--- src/rtl/logic_unit_pkg.sv ---
// Shared opcode definitions for the pipelined ALU logic unit.
package logic_unit_pkg;

  localparam int FUN_W = 3;

  localparam logic [FUN_W-1:0] FUN_AND  = 3'b000;
  localparam logic [FUN_W-1:0] FUN_OR   = 3'b001;
  localparam logic [FUN_W-1:0] FUN_NAND = 3'b010;
  localparam logic [FUN_W-1:0] FUN_NOR  = 3'b011;
  localparam logic [FUN_W-1:0] FUN_XOR  = 3'b100;
  localparam logic [FUN_W-1:0] FUN_XNOR = 3'b101;
  localparam logic [FUN_W-1:0] FUN_SHL  = 3'b110;
  localparam logic [FUN_W-1:0] FUN_SHR  = 3'b111;

endpackage

--- src/rtl/logic_pipe_stage.sv ---
// One elastic register stage: loads whenever it is empty or its entry leaves this cycle.
module logic_pipe_stage #(
  parameter int DW = 8
) (
  input  logic          clk,
  input  logic          rst_n,
  input  logic          up_valid,
  input  logic [DW-1:0] up_data,
  output logic          up_ready,
  output logic          dn_valid,
  output logic [DW-1:0] dn_data,
  input  logic          dn_ready
);

  logic          valid_q, valid_d;
  logic [DW-1:0] data_q, data_d;

  assign up_ready = !valid_q || dn_ready;

  always_comb begin
    valid_d = valid_q;
    data_d  = data_q;
    if (up_ready) begin
      valid_d = up_valid;
      // data only moves on a real transfer so a held output never glitches
      if (up_valid) data_d = up_data;
    end
  end

  always_ff @(posedge clk or negedge rst_n) begin
    if (!rst_n) begin
      valid_q <= 1'b0;
      data_q  <= '0;
    end else begin
      valid_q <= valid_d;
      data_q  <= data_d;
    end
  end

  assign dn_valid = valid_q;
  assign dn_data  = data_q;

endmodule

--- src/rtl/logic_unit_pipe.sv ---
// Bitwise/shift logic unit feeding a PIPE_STAGES-deep elastic pipeline with
// a combinational ready chain (full throughput, no bubbles).
module logic_unit_pipe
  import logic_unit_pkg::*;
#(
  parameter int WIDTH       = 8,
  parameter int PIPE_STAGES = 2
) (
  input  logic             CLK,
  input  logic             RST,
  input  logic             in_valid,
  output logic             in_ready,
  input  logic [FUN_W-1:0] ALU_FUN,
  input  logic [WIDTH-1:0] A,
  input  logic [WIDTH-1:0] B,
  output logic             out_valid,
  input  logic             out_ready,
  output logic [WIDTH-1:0] Logic_OUT,
  output logic             Logic_Flag,
  output logic             Zero_Flag,
  output logic             Busy
);

  localparam int SW = $clog2(WIDTH);

  logic [WIDTH-1:0] res;
  logic             oversh;
  logic [SW-1:0]    shamt;

  // WIDTH is a power of two, so any set bit at or above SW means B >= WIDTH
  assign oversh = |(B >> SW);
  assign shamt  = B[SW-1:0];

  always_comb begin
    res = '0;
    case (ALU_FUN)
      FUN_AND:  res = A & B;
      FUN_OR:   res = A | B;
      FUN_NAND: res = ~(A & B);
      FUN_NOR:  res = ~(A | B);
      FUN_XOR:  res = A ^ B;
      FUN_XNOR: res = ~(A ^ B);
      FUN_SHL:  res = oversh ? '0 : (A << shamt);
      FUN_SHR:  res = oversh ? '0 : (A >> shamt);
      default:  res = '0;
    endcase
  end

  // index 0 is the input side, index PIPE_STAGES the output side
  logic [PIPE_STAGES:0]            vld_pipe;
  logic [PIPE_STAGES:0]            rdy_pipe;
  logic [PIPE_STAGES:0][WIDTH-1:0] dat_pipe;

  assign vld_pipe[0]           = in_valid;
  assign dat_pipe[0]           = res;
  assign rdy_pipe[PIPE_STAGES] = out_ready;
  assign in_ready              = rdy_pipe[0];

  for (genvar i = 0; i < PIPE_STAGES; i++) begin : g_stage
    logic_pipe_stage #(.DW(WIDTH)) u_stage (
      .clk      (CLK),
      .rst_n    (RST),
      .up_valid (vld_pipe[i]),
      .up_data  (dat_pipe[i]),
      .up_ready (rdy_pipe[i]),
      .dn_valid (vld_pipe[i+1]),
      .dn_data  (dat_pipe[i+1]),
      .dn_ready (rdy_pipe[i+1])
    );
  end

  assign out_valid  = vld_pipe[PIPE_STAGES];
  assign Logic_OUT  = out_valid ? dat_pipe[PIPE_STAGES] : '0;
  assign Logic_Flag = out_valid;
  assign Zero_Flag  = out_valid && (dat_pipe[PIPE_STAGES] == '0);
  assign Busy       = |vld_pipe[PIPE_STAGES:1];

endmodule

--- config.mk ---
export PLATFORM = sky130hd
export DESIGN_NAME = logic_unit_pipe
export DESIGN_NICKNAME = d
export VERILOG_FILES = /design/src/rtl/logic_unit_pkg.sv /design/src/rtl/logic_pipe_stage.sv /design/src/rtl/logic_unit_pipe.sv
export SDC_FILE = /design/constraint.sdc
export NUM_CORES = 1
export LEC_CHECK = 0
export CAP_MARGIN = 5
export CORE_MARGIN = 10
export CORE_UTILIZATION = 40
export CTS_BUF_LIST = sky130_fd_sc_hd__clkbuf_4
export DETAILED_ROUTE_END_ITERATION = 6
export PLACE_DENSITY = 0.66
export SETUP_SLACK_MARGIN = 0.5
export SYNTH_ARGS = -nofsm -noshare
export SYNTH_HDL_FRONTEND = slang
export SYNTH_SLANG_ARGS = --single-unit
export TNS_END_PERCENT = 1
--- constraint.sdc ---
create_clock -name CLK -period 1.44 [get_ports CLK]
set_input_delay 0.216 -clock CLK [delete_from_list [all_inputs] [get_ports CLK]]
set_output_delay 0.216 -clock CLK [all_outputs]
set_load 0.005 [all_outputs]
==> results.sh <==
export IMPL_status="finished, violations left"
export IMPL_violations="negative setup slack"
export IMPL_clk_pin_slew_ns=0.11
export IMPL_yosysMostFrequentCell="nand2_1"
export IMPL_io_pins=36
export IMPL_die_area_um2=8300
export IMPL_p_per_area_nw_per_um2=665
export IMPL_ff2ff_path_depth=6
export IMPL_reg2reg_slack_ns=0.03
export IMPL_place_ws_ns=-0.490
export IMPL_ys_seq_area_share_pct=22.3
export IMPL_postRouteAntennaNets=0
export IMPL_arrival_ns=1.53
export IMPL_reg2reg_from="g_stage[1].u_stage.dn_valid"
export IMPL_gr_total_overflow=0
export IMPL_hold_path_class="in2async"
export IMPL_async_flop_share_pct=100
export IMPL_wl_per_cell_um=15.3
export IMPL_synth_top_cell_by_area="dfrtp_1"
export IMPL_slew_headroom_pct=81.4
export IMPL_total_power_mw=1.96
export IMPL_setup_worst_path_start="g_stage[1].u_stage.dn_data[1]"
export IMPL_endpoint_kind="output pin"
export IMPL_postLayoutSetupSlackWorst_ns=-0.302
export IMPL_dr_pass1_iters=4
export IMPL_path_max_fanout=2
export IMPL_route_detailed_drc=0
export IMPL_nets=371
export IMPL_setup_viol=2
export IMPL_min_period_ns=1.74
export IMPL_worst_pin_slew_ns=0.277
export IMPL_ys_dominant_reg_cell="dfrtp_1"
export IMPL_p_leak_nw=1.44
export IMPL_drive_gt1_share_pct=35.3
export IMPL_fin_tns_setup_ns=-0.506
export IMPL_htreeDepth=1
export IMPL_yosysWarnings=0
export IMPL_post_cts_setup_buffer_count=0
export IMPL_synth_edff_count=0
export IMPL_fin_cells=396
export IMPL_antenna_found_initial=0
export IMPL_dpl_cell_area_um2=2870
export IMPL_finalMaxSlewViolations=0
export IMPL_skew_ns=0.00857
export IMPL_cts_root_buf="clkbuf_4"
export IMPL_critPathKind="reg2out"
export IMPL_die_w_um=91.1
export IMPL_initial_utilization_pct=42.0
export IMPL_area_growth_pct=45.9
export IMPL_vias_per_cell=5.16
export IMPL_finalCritPeriodShare_pct=121
export IMPL_maxCapViolCount=0
export IMPL_clk_latency_ns=0.30
export IMPL_die_h_um=91.1
export IMPL_max_clock_path_buffers=2
export IMPL_n_antenna_cell=0
export IMPL_fill_cells=464
export IMPL_timing_final_hold_violations=0
export IMPL_hpwl_um=4880
export IMPL_grt_pass1_vias=2126
export IMPL_crit_required_ns=1.22
export IMPL_syn_inst=246
export IMPL_coreArea_um2=4820
export IMPL_rows=25
export IMPL_port_buffers=35
export IMPL_hold_buffers=0
export IMPL_numCtsBuffers=3
export IMPL_clock_fmax_ghz=0.574
export IMPL_r2r_end="g_stage[0].u_stage.dn_data[1]"
export IMPL_synth_nets=286
export IMPL_grt_usage_pct=14.5
export IMPL_synthesis_area_um2=2020
export IMPL_rsz0062_at_grt="yes"
export IMPL_vias=2042
export IMPL_vdd_drop_max_mv=0.270
export IMPL_grt_first_pass_wirelength_um=10300
export IMPL_syn_area_per_cell_um2=8.22
export IMPL_tritoncts="yes"
export IMPL_grt_start_max_net_pins=19
export IMPL_synth_top_area_share_pct=22.3
export IMPL_dp_cells=393
export IMPL_totalWireLength_um=6080
export IMPL_synth_seq_cells=18
export IMPL_cts_sinks=18
export IMPL_start_kind="flip-flop"
export IMPL_stdcell_area_um2=2950
export IMPL_synth_cell_types=44
export IMPL_routabilityCongestion=0.939
export IMPL_drt_iter0_drc=104
export IMPL_synth_area_top_cells="dfrtp_1, ha_1, xnor2_1"
export IMPL_netlist_top_cells_count="nand2_1, inv_1, nor2_1"
==> kinds of logic (layout without fill, tap and decap cells) <==
| family | after synthesis | count (layout) | share of synthesized area, % |
|---|---|---|---|
| fa+ha+maj | 17 | 17 | 10.5 |
| compound gates | 53 | 53 | 18.6 |
| flops | 18 | 18 | 22.3 |
| simple gates | 80 | 80 | 19.7 |
| xor+xnor | 16 | 16 | 6.93 |
| buf+inv | 41 | 124 | 9.28 |
| mux | 21 | 21 | 12.7 |
==> through the flow <==
step	utilization (%)	hold WS, ns
4_1_cts	60.9	0.251
3_5_place_dp	59.6	0.502
6_report	61.3	0.244
3_3_place_gp	59.6	0.486
5_1_grt	61.3	0.265
2_1_floorplan	-	-0.0796
==> routing by layer <==
layer / part of all wire (%) / GRT usage [%]
met2: 48 / 24.7
met5: 0 / 0
met4: 2.2 / 4.31
met3: 5.2 / 2.80
met1: 45 / 17.9
==> state kept, by name (all words and copies together), names as in the netlist <==
signal / flops
g_stage.u_stage.dn_data: 16
g_stage.u_stage.dn_valid: 2
==> where the power goes <==
part           total, mW  switching (mW)  internal, mW  leakage [nW]
logic               1.01           0.421         0.587          1.22
clock network      0.255           0.158        0.0975        0.0138
registers          0.699          0.0822         0.617         0.205
==> worst max-delay path, cell delays in order, from the launching register on <==
cell     delay (ns)
dfrtp_1        0.39
or4_4          0.55
nor4_4         0.14
buf_2          0.15
==> final cells by class <==
type | instances | area (µm²) | share of cell area (%)
clock buffers | 3 | 22.5 | 0.763
inverters | 24 | 90.1 | 3.05
repair buffers | 97 | 813 | 27.6
multi-input cells | 187 | 1490 | 50.5
flip-flops and latches | 18 | 452 | 15.3
well taps | 67 | 83.8 | 2.84
==> layout by cell type (no fill, tap or decap), types with 3 or more instances in the layout <==
| master | Yosys | final |
|---|---|---|
| buf_6 | 1 | 8 |
| buf_4 | 5 | 54 |
| nor2_1 | 19 | 18 |
| dfrtp_1 | 18 | 17 |
| clkdlybuf4s50_1 | 0 | 5 |
| a21oi_1 | 12 | 10 |
| mux2i_1 | 10 | 10 |
| o21ai_1 | 0 | 3 |
| mux2_2 | 8 | 4 |
| nand2b_1 | 7 | 7 |
| o211a_1 | 8 | 8 |
| mux2_4 | 0 | 4 |
| o221ai_1 | 4 | 3 |
| and2_4 | 1 | 4 |
| o21ai_0 | 7 | 4 |
| inv_1 | 24 | 21 |
| a31oi_1 | 4 | 4 |
| clkbuf_4 | 0 | 3 |
| and2_1 | 9 | 6 |
| mux4_2 | 3 | 3 |
| dlygate4sd2_1 | 0 | 17 |
| inv_2 | 0 | 3 |
| nand2_1 | 25 | 23 |
| o22ai_1 | 6 | 5 |
| ha_1 | 17 | 16 |
| xnor2_1 | 16 | 16 |
| nand3_1 | 4 | 4 |
| buf_2 | 5 | 6 |
==> repair_timing <==
action	in CTS	in global routing
gates resized for setup	71	27
pin swaps	6	11
endpoints found under the setup margin	29	29
==> worst max path at each step <==
| stage | slack (ns) | end | depth (start not counted) |
|---|---|---|---|
| after CTS | -0.34 | Zero_Flag | 3 |
| final | -0.30 | Zero_Flag | 3 |
| after floorplan | 0.15 | g_stage[0].u_stage.dn_data[1] | 6 |
| after detailed placement | -0.49 | g_stage[0].u_stage.dn_data[3] | 8 |
| after global routing | -0.37 | Zero_Flag | 3 |
| after global placement | -0.48 | g_stage[0].u_stage.dn_data[3] | 8 |
Power figures use the tool's default switching activity.
